**config.mk**
```make
export PLATFORM = sky130hd
export DESIGN_NAME = operand_sequencer
export DESIGN_NICKNAME = d
export VERILOG_FILES = /design/src/rtl/operand_sequencer.sv
export SDC_FILE = /design/constraint.sdc
export NUM_CORES = 1
export LEC_CHECK = 0
export ABC_AREA = 1
export ABC_CLOCK_PERIOD_IN_PS = 1350
export BUFFER_PORTS_ARGS = -buffer_cell sky130_fd_sc_hd__clkbuf_2
export CAP_MARGIN = 20
export CORE_MARGIN = 2
export CORE_UTILIZATION = 25
export DETAILED_ROUTE_END_ITERATION = 16
export HOLD_SLACK_MARGIN = 0.15
export PLACE_DENSITY = 0.56
export SLEW_MARGIN = 40
export SYNTH_ARGS = -nofsm -noshare
export SYNTH_HDL_FRONTEND = slang
export SYNTH_SLANG_ARGS = --single-unit
```
**constraint.sdc**
```tcl
create_clock -name clk -period 1.35 [get_ports clk]
set_input_delay 0.0675 -clock clk [delete_from_list [all_inputs] [get_ports clk]]
set_output_delay 0.0675 -clock clk [all_outputs]
set_load 0.05 [all_outputs]
```
**src/rtl/operand_sequencer.sv**
```systemverilog
// Operand entry sequencer: loads A, B and an op code from switches, then strobes the datapath.
// Optional button debounce is enabled with the OPSEQ_DEBOUNCE_EN macro.
module operand_sequencer #(
    parameter int unsigned N          = 4,
    parameter int unsigned DEB_CYCLES = 16
) (
    input  logic         clk,
    input  logic         rst,
    input  logic [N-1:0] sw,
    input  logic [3:0]   sw_op,
    input  logic         btn_enter,
    input  logic         btn_clear,
    input  logic [N-1:0] alu_result,
    input  logic [3:0]   alu_flags,
    output logic [N-1:0] a,
    output logic [N-1:0] b,
    output logic [3:0]   operacion,
    output logic         op_valid,
    output logic [N-1:0] result_reg,
    output logic [3:0]   flags_reg,
    output logic [2:0]   estado,
    output logic         done,
    output logic         op_err
);

    typedef enum logic [2:0] {
        CargaA  = 3'd0,
        CargaB  = 3'd1,
        CargaOp = 3'd2,
        Ejecuta = 3'd3,
        Muestra = 3'd4
    } state_e;

    state_e      state_q;
    logic [1:0]  ent_sync_q, clr_sync_q;
    logic        ent_lvl, clr_lvl;
    logic        ent_prev_q, clr_prev_q;
    logic        enter_p_q, clear_p_q;

    always_ff @(posedge clk) begin
        if (rst) begin
            ent_sync_q <= '0;
            clr_sync_q <= '0;
        end else begin
            ent_sync_q <= {ent_sync_q[0], btn_enter};
            clr_sync_q <= {clr_sync_q[0], btn_clear};
        end
    end

`ifdef OPSEQ_DEBOUNCE_EN
    localparam int unsigned CntW = $clog2(DEB_CYCLES + 1);

    logic [CntW-1:0] ent_cnt_q, clr_cnt_q;
    logic            ent_deb_q, clr_deb_q;

    // A level change is accepted once the new value has been seen DEB_CYCLES times in a row.
    always_ff @(posedge clk) begin
        if (rst) begin
            ent_cnt_q <= '0;
            clr_cnt_q <= '0;
            ent_deb_q <= 1'b0;
            clr_deb_q <= 1'b0;
        end else begin
            if (ent_sync_q[1] == ent_deb_q) begin
                ent_cnt_q <= '0;
            end else if (ent_cnt_q == CntW'(DEB_CYCLES - 1)) begin
                ent_cnt_q <= '0;
                ent_deb_q <= ent_sync_q[1];
            end else begin
                ent_cnt_q <= ent_cnt_q + 1'b1;
            end
            if (clr_sync_q[1] == clr_deb_q) begin
                clr_cnt_q <= '0;
            end else if (clr_cnt_q == CntW'(DEB_CYCLES - 1)) begin
                clr_cnt_q <= '0;
                clr_deb_q <= clr_sync_q[1];
            end else begin
                clr_cnt_q <= clr_cnt_q + 1'b1;
            end
        end
    end

    assign ent_lvl = ent_deb_q;
    assign clr_lvl = clr_deb_q;
`else
    assign ent_lvl = ent_sync_q[1];
    assign clr_lvl = clr_sync_q[1];
`endif

    always_ff @(posedge clk) begin
        if (rst) begin
            ent_prev_q <= 1'b0;
            clr_prev_q <= 1'b0;
            enter_p_q  <= 1'b0;
            clear_p_q  <= 1'b0;
        end else begin
            ent_prev_q <= ent_lvl;
            clr_prev_q <= clr_lvl;
            enter_p_q  <= ent_lvl & ~ent_prev_q;
            clear_p_q  <= clr_lvl & ~clr_prev_q;
        end
    end

    always_ff @(posedge clk) begin
        if (rst) begin
            state_q    <= CargaA;
            a          <= '0;
            b          <= '0;
            operacion  <= '0;
            result_reg <= '0;
            flags_reg  <= '0;
            op_valid   <= 1'b0;
            done       <= 1'b0;
            op_err     <= 1'b0;
        end else begin
            op_valid <= 1'b0;
            op_err   <= 1'b0;
            if (clear_p_q) begin
                state_q    <= CargaA;
                a          <= '0;
                b          <= '0;
                operacion  <= '0;
                result_reg <= '0;
                flags_reg  <= '0;
                done       <= 1'b0;
            end else begin
                unique case (state_q)
                    CargaA: if (enter_p_q) begin
                        a       <= sw;
                        state_q <= CargaB;
                    end
                    CargaB: if (enter_p_q) begin
                        b       <= sw;
                        state_q <= CargaOp;
                    end
                    CargaOp: if (enter_p_q) begin
                        if (sw_op <= 4'd9) begin
                            operacion <= sw_op;
                            op_valid  <= 1'b1;
                            state_q   <= Ejecuta;
                        end else begin
                            op_err <= 1'b1;
                        end
                    end
                    Ejecuta: begin
                        result_reg <= alu_result;
                        flags_reg  <= alu_flags;
                        done       <= 1'b1;
                        state_q    <= Muestra;
                    end
                    Muestra: if (enter_p_q) begin
                        done    <= 1'b0;
                        state_q <= CargaA;
                    end
                    default: state_q <= CargaA;
                endcase
            end
        end
    end

    assign estado = state_q;

endmodule

```
# Yosys cells after proc, flatten, opt, wreduce, memory -nomap -nowiden
# Cells that the tools add are included.
[op_classes]
bitwise = 6
n_reduce_logical = 9
n_eq_ne = 9
mux = 10
magnitude_cmp = 1
[ops]
columns = ["op", "count"]
rows = [
  ["3-bit 2-to-1 mux", 5],
  ["3-bit case mux with 5 select lines", 1],
  ["2-bit != test, second input constant", 5],
  ["3-bit by 2-bit equality test with 1-bit output, second input constant", 2],
  ["2-bit AND reduction", 3],
  ["5-bit AND reduction", 1],
  ["4-bit <= comparator, second input constant", 1],
  ["1-bit inverter", 4],
  ["4-bit OR reduction", 1],
  ["3-bit by 1-bit equality test with 1-bit output, second input constant", 1],
  ["3-bit equality test, second input constant", 1],
  ["3-bit logical NOT", 1],
  ["1-bit 2-to-1 mux", 3],
  ["3-bit AND reduction", 1],
  ["1-bit AND", 2],
  ["1-bit case mux with 2 select lines", 1],
  ["2-bit nonzero test", 1],
  ["2-bit OR reduction", 1],
]
[word_totals]
regBits = 34
in_bits = 20
out_inout_bits = 26
word_cells = 50

# Longest topological paths before layout
# Gate-level depths: netlist of run 1.
[logic_depth]
ltp_word = 4
ltp_mapped = 7
depth_no_buf = 7

# Least setup slack after synthesis of run 1
# No wires, ideal clock.
[synth_timing]
path_type = "register to register"
from = "reg state_q[0] (netlist: estado[0])"
to = "reg b[0]"
arrival_ns = 1.358
path_stages_with_launch = 6
setup_time_ns = 0.116
slack_ns = -0.124
required_ns = 1.234
synth_period_minus_slack_ns = 1.474
path_buffers = 0
cell_sequence = "dfxtp_1 nand3_1 nor2_1 inv_1 nor2_1 nor2_1"
[synth_between]
elab_chain_cells = 2
[synth_rtl]
columns = ["element", "line", "rtl"]
rows = [
  ["start, declared", "34", "state_e state_q;"],
  ["start signal, assigned", "106", "state_q <= CargaA;"],
  ["start signal, assigned", "119", "state_q <= CargaA;"],
  ["start signal, assigned", "130", "state_q <= CargaB;"],
  ["3-bit by 1-bit equality test with 1-bit output", "127", "unique case (state_q)"],
  ["2-bit AND reduction (no source line)", "-", ""],
  ["end signal, assigned", "133", "b <= sw;"],
  ["end, declared", "16", "output logic [N-1:0] b,"],
]
# Every way passes these cells.
# A chain may end at the register's enable or synchronous reset.

# Worst setup path after layout of run 1
[layout_timing]
from = "in rst"
to = "reg clr_sync_q[0]"
[layout_lines]
columns = ["element", "line", "rtl"]
rows = [
  ["start, declared", "8", "input logic rst,"],
  ["end signal, assigned", "46", "clr_sync_q <= {clr_sync_q[0], btn_clear};"],
  ["end, declared", "35", "logic [1:0] ent_sync_q, clr_sync_q;"],
]
# No word-level cell between the ends.

==> flow_metrics.py, run 1 <==
metrics = {
    "final_layout": {
        "antenna_cells": 0,
        "mostFrequentLayoutCells": "46 x nor2_1, 45 x clkbuf_2, 31 x dfxtp_1",
        "multi_input_area_um2": 447,
        "layout.nets": 245,
        "final_common_cell": "nor2_1",
        "nFillCells": 515,
        "syn_to_final_growth_pct": 51.3,
        "final_layout_size_suffix_gt1_frac": 0.288,
        "stdcell_count": 280,
        "seq_area_um2": 684,
        "final_core_util": 0.388,
    },
    "sta": {
        "whs_ns": 0.210,
        "setup_tns_ns": 0,
        "grt_setup_unrepaired": "true",
        "timing.fmax_mhz": 791,
        "slew_violations": 0,
        "layout_min_cycle_time_ns": 1.26,
        "fin_crit_sh": 0.937,
        "relSlewSlack": 0.815,
        "worst_slew_pin_slew_ns": 0.276,
        "hold_viol": 0,
        "final-setup-viol-count": 0,
        "fin_worst_skew_ns": 0.00504,
    },
    "grt": {
        "grt_max_degree": 18,
        "grt_pass1_wl_um": 4630,
        "first_global_vias": 1082,
        "grt_antenna_before_repair": 0,
        "grt_overflow": 0,
        "gr-usage-all-layers": 0.113,
    },
    "synth": {
        "syn_inst": 152,
        "ys_types": 19,
        "netlist_area_um2": 1200,
        "syn_avg_cell_area_um2": 7.91,
        "synthTopCellsByArea": "dfxtp_1 57%, nor2_1 14%, o21ai_0 7.5%",
        "synth.top_cell.area_share": 0.566,
        "yosysTopAreaCell": "dfxtp_1",
        "syn_nets": 172,
        "synth-seq-cells": 34,
        "ys_warn_count": 0,
        "ys_seq_area_frac": 0.566,
    },
    "routing": {
        "wl_um": 2790,
        "drt_iter0_markers": 45,
        "viasPerCell": 4.18,
        "first_pass_iters": 4,
        "wl_per_cell_um": 9.95,
        "via_count": 1171,
        "drc": 0,
        "antenna_violating_nets_post_route": 0,
    },
    "floorplanning": {
        "core_area_um2": 4690,
        "dieArea_um2": 5380,
        "fp.dieH_um": 73.4,
        "die_w_um": 73.4,
        "fp-row-count": 25,
        "initial_core_util": 0.256,
        "io_pins": 46,
    },
    "setup_path": {
        "path_max_fanout": 9,
        "path_cells": "dlygate4sd3_1, clkbuf_2, nor2_1, dlygate4sd3_1",
        "reg2reg_depth": 6,
        "critPathKind": "in -> reg",
        "worstSetupStartpoint": "rst",
        "rr_startpoint": "estado[0]",
        "startpoint_type": "input port",
        "cp_common_cell": "dlygate4sd3_1",
        "r2r_setup_slack_ns": 0.12,
        "endpoint_kind": "flop",
        "critPathRequiredTime_ns": 1.52,
        "worstPathArrival_ns": 1.44,
        "timing.rr.end": "a[3]",
        "cpPeakStageDelay_ns": 0.55,
        "critPathSlowestCell": "dlygate4sd3_1",
        "crit_end": "clr_sync_q[0]",
    },
    "clock_network": {
        "cts_num_sinks": 34,
        "cts-root-to-sink-buffers": 2,
        "cts_tree": "yes",
        "worstSkewPairLatency_ns": 0.28,
        "clk_pin_slew_ns": 0.07,
        "cts_buffers": 5,
        "cts_max_level": 2,
        "root_buffer": "clkbuf_8",
    },
    "place": {
        "routabilityCongestion": 0.738,
        "port_buffers": 45,
        "dp_hpwl_um": 1900,
        "dp.cells": 251,
    },
    "min_path": {
        "hp-class": "in -> reg",
        "hold-path-cell-count": 3,
    },
    "flow_run": {
        "max_cap_violations": 0,
    },
    "outcome": {
        "outcome": "finished, final reports clean",
    },
    "power_and_ir_drop": {
        "p_leak_nw": 0.844,
        "ir_drop_mv": 0.392,
        "powerDensity_nw_per_um2": 1090,
        "total_power_mw": 1.98,
    },
}
==> worst min-delay path by stage <==
stage | from | to | slack, ns
final | sw_op[1] | op_err | 0.21
after floorplan | btn_clear | clr_sync_q[0] | 0.17
after CTS | sw_op[1] | op_err | 0.28
after global placement | btn_clear | clr_sync_q[0] | 0.26
after detailed placement | btn_enter | ent_sync_q[0] | 0.26
after global routing | sw_op[1] | op_err | 0.26
==> cell usage after synthesis <==
| cell type | n |
|---|---|
| nor2_1 | 46 |
| dfxtp_1 | 34 |
| o21ai_0 | 18 |
| inv_1 | 14 |
| nand2_1 | 12 |
| a21oi_1 | 6 |
| nand3_1 | 4 |
| nor3_1 | 3 |
| buf_2 | 2 |
| clkinv_1 | 2 |
| inv_2 | 2 |
| nor3_2 | 2 |
| a211oi_1 | 1 |
| clkbuf_1 | 1 |
| nand3_2 | 1 |
| nor2_4 | 1 |
| o21ai_1 | 1 |
| o31ai_1 | 1 |
| or2_0 | 1 |
==> per-stage QoR <==
step / worst slack [ns] / area, um2
after floorplan: 0.0881 / 1210
final: 0.0857 / 1820
after detailed placement: 0.0753 / 1510
after CTS: 0.0109 / 1810
after global placement: 0.0550 / 1510
after global routing: -0.0354 / 1820
==> critical path: cells and delay by family <==
kind	cells	cell delay [ns]
buffers and inverters	3	1.29
AND/OR/NAND/NOR	1	0.07
==> what timing repair did <==
| action | 4_1_cts | 5_1_grt |
|---|---|---|
| hold buffers | 21 | 0 |
| endpoints found under the setup margin | 0 | 10 |
| hold endpoints to repair | 29 | 0 |
| resized for setup | 0 | 2 |
| buffers inserted | 0 | 0 |
==> kinds of logic after synthesis <==
kind of cell	Yosys count	synth area share
AND/OR/NAND/NOR	70	0.250
AO/OA/AOI/OAI	27	0.117
flip-flops	34	0.566
buffers and inverters	21	0.0676
==> metal layers <==
metal | global-route usage | wire [um] | vias up
met1 | 0.134 | 1320 | 503
met4 | 0.0606 | 59 | 0
met2 | 0.178 | 1220 | 37
met5 | 0 | 0 | -
met3 | 0.0384 | 185 | 7
li1 | - | - | 624
==> power by group <==
group	total, mW	leakage (nW)	switching (mW)	internal [mW]
clock	0.770	0.0472	0.361	0.409
combinational	0.179	0.520	0.0947	0.0848
sequential	1.03	0.277	0.00961	1.02
total	1.98	0.844	0.465	1.51
==> layout make-up <==
type                            count  share of cell area
Clock buffer                        6              0.0454
Clock inverter                      2             0.00688
Inverter                           18              0.0371
Multi-Input combinational cell     97               0.246
Sequential cell                    34               0.376
Tap cell                           54              0.0371
Timing Repair Buffer               69               0.252
(Power assumes the default switching activity.)
==> run 2, diff against run 1 <==
--- a/config.mk
+++ b/config.mk
@@ -5,7 +5,6 @@
 export SDC_FILE = /design/constraint.sdc
 export NUM_CORES = 1
 export LEC_CHECK = 0
-export ABC_AREA = 1
 export ABC_CLOCK_PERIOD_IN_PS = 1350
 export BUFFER_PORTS_ARGS = -buffer_cell sky130_fd_sc_hd__clkbuf_2
 export CAP_MARGIN = 20
==> flow_metrics.py, run 2 <==
metrics = {
    "routing": {
        "wl_per_cell_um": 10.9,
        "antenna_violating_nets_post_route": 0,
        "drt_iter0_markers": 78,
        "via_count": 1050,
        "viasPerCell": 4.09,
        "wl_um": 2790,
        "drc": 0,
        "first_pass_iters": 3,
    },
    "grt": {
        "grt_antenna_before_repair": 0,
        "grt_max_degree": 23,
        "first_global_vias": 964,
        "gr-usage-all-layers": 0.105,
        "grt_overflow": 0,
        "grt_pass1_wl_um": 4370,
    },
    "power_and_ir_drop": {
        "ir_drop_mv": 0.535,
        "powerDensity_nw_per_um2": 1150,
        "p_leak_nw": 0.837,
        "total_power_mw": 2.17,
    },
    "sta": {
        "timing.fmax_mhz": 817,
        "fin_worst_skew_ns": 0.00424,
        "relSlewSlack": 0.732,
        "layout_min_cycle_time_ns": 1.22,
        "worst_slew_pin_slew_ns": 0.400,
        "slew_violations": 0,
        "hold_viol": 0,
        "fin_crit_sh": 0.907,
        "grt_setup_unrepaired": "false",
        "setup_tns_ns": 0,
        "final-setup-viol-count": 0,
    },
    "place": {
        "routabilityCongestion": 0.664,
        "dpl_cell_area_um2": 1550,
        "dp_hpwl_um": 1850,
        "port_buffers": 45,
    },
    "synth": {
        "ys_types": 25,
        "syn_avg_cell_area_um2": 10.3,
        "synth_edf_count": 0,
        "yosysTopAreaCell": "dfxtp_1",
        "syn_inst": 120,
        "netlist_area_um2": 1240,
        "syn_nets": 140,
        "yosysMostFrequentCell": "dfxtp_1",
        "synth_commonest_cells": "34 x dfxtp_1, 18 x nor2_1, 16 x mux2i_1",
        "synth_flop_cell": "dfxtp_1",
        "synthSimpleGateAreaFrac": 0.204,
        "synth_xor_area_frac": 0,
        "ys_seq_area_frac": 0.551,
        "synth.top_cell.area_share": 0.551,
        "synth_top_family_by_area": "simple AND/OR/NAND/NOR gates",
        "synth_fa_ha_area_frac": 0,
        "synthTopCellsByArea": "dfxtp_1 55%, mux2i_1 13%, nor2_1 5.5%",
        "synth_mux_area_frac": 0.130,
        "synth_compound_area_frac": 0.0779,
        "synthArstFlopShare": 0,
        "ys_warn_count": 0,
        "synth-seq-cells": 34,
    },
    "final_layout": {
        "final_area_um2": 1890,
        "multi_input_area_um2": 512,
        "final_core_util": 0.398,
        "seq_area_um2": 689,
        "antenna_cells": 0,
        "layout.nets": 209,
        "mostFrequentLayoutCells": "45 x clkbuf_2, 31 x dfxtp_1, 21 x dlygate4sd3_1",
        "syn_to_final_growth_pct": 52.9,
        "final_common_cell": "clkbuf_2",
        "nFillCells": 506,
        "final_layout_size_suffix_gt1_frac": 0.337,
    },
    "floorplanning": {
        "io_pins": 46,
        "initial_core_util": 0.260,
        "fp-row-count": 25,
        "fp.dieH_um": 74.3,
        "core_area_um2": 4750,
        "die_w_um": 74.3,
        "dieArea_um2": 5520,
    },
    "clock_network": {
        "cts_setup_buffers": 0,
        "cts_num_sinks": 34,
        "cts-root-to-sink-buffers": 2,
        "root_buffer": "clkbuf_8",
        "cts_tree": "yes",
        "cts_max_level": 2,
        "worstSkewPairLatency_ns": 0.28,
        "cts_buffers": 5,
        "clk_pin_slew_ns": 0.07,
    },
    "outcome": {
        "outcome": "finished, final reports clean",
    },
    "setup_path": {
        "critPathRequiredTime_ns": 1.52,
        "cpPeakStageDelay_ns": 0.44,
        "critPathKind": "reg -> reg",
        "path_cells": "nor4b_4, mux2i_1, nor2_1",
        "worstPathArrival_ns": 1.39,
        "critPathSlowestCell": "nor4b_4",
        "path_max_fanout": 10,
        "cp_top_family": "simple AND/OR/NAND/NOR gates",
        "critPathBufInv": 0,
        "endpoint_kind": "flop",
        "startpoint_type": "flop",
    },
    "min_path": {
        "hp-class": "reg -> reg",
    },
    "flow_run": {
        "max_cap_violations": 0,
    },
}
[run 2: cell types whose count changed in the layout (fill, tap and decap cells not counted), sizes merged, moves of 3 or more]
cell | before | now
clkinv | 3 | 0
inv | 16 | 2
mux2i | 0 | 16
nand2 | 12 | 2
nor2 | 47 | 18
nor2b | 0 | 8
nor3 | 5 | 1
o21ai | 19 | 6
[run 2: through the flow]
stage	cells	hold WS, ns	setup slack (ns)
5_1_grt	257	0.398	0.0558
4_1_cts	257	0.387	0.0311
3_5_place_dp	228	0.285	0.109
2_1_floorplan	120	0.139	0.00893
3_3_place_gp	228	0.276	0.131
6_report	257	0.384	0.126
[run 2: metal layers]
metal,vias up,wire [um],GRT usage
li1,549,-,-
met2,25,1320,0.162
met1,469,1310,0.137
met5,-,0,0
met3,7,112,0.0325
met4,0,53,0.0476
[run 2: worst register-to-register path, stage by stage, from the launching register on]
cell	delay [ns]
dfxtp_4	0.38
nor4b_4	0.44
mux2i_1	0.23
nor2_1	0.05
[run 2: path summary, 6_finish.rpt]
kind	slack [ns]	depth (start not counted)	end	startpoint
setup / recovery	0.13	3	a[3]	estado[0]
hold / removal	0.38	1	clear_p_q	clr_prev_q
setup reg to reg	0.13	3	a[3]	estado[0]
hold reg to reg	0.38	1	clear_p_q	clr_prev_q
[run 2: final cells by class]
| type | instances | area share |
|---|---|---|
| flip-flops and latches | 34 | 0.365 |
| multi-input cells | 76 | 0.271 |
| repair buffers | 70 | 0.246 |
| clock buffers | 8 | 0.0702 |
| well taps | 67 | 0.0443 |
| inverters | 2 | 0.00397 |
[run 2: logic make-up after synthesis]
group | after synthesis
flops | 34
simple gates | 43
compound gates | 17
mux | 16
buf+inv | 10
[run 2: what timing repair did]
action | in CTS | in global routing
gates resized for setup | 0 | 1
setup endpoints to repair | 0 | 9
hold buffers | 21 | 0
hold endpoints to repair | 27 | 0
[run 2: power by group]
group / leakage (nW) / internal, mW / switching, mW
registers: 0.277 / 1.01 / 0.00676
logic: 0.492 / 0.0837 / 0.0645
clock network: 0.0678 / 0.638 / 0.369
total: 0.837 / 1.73 / 0.440
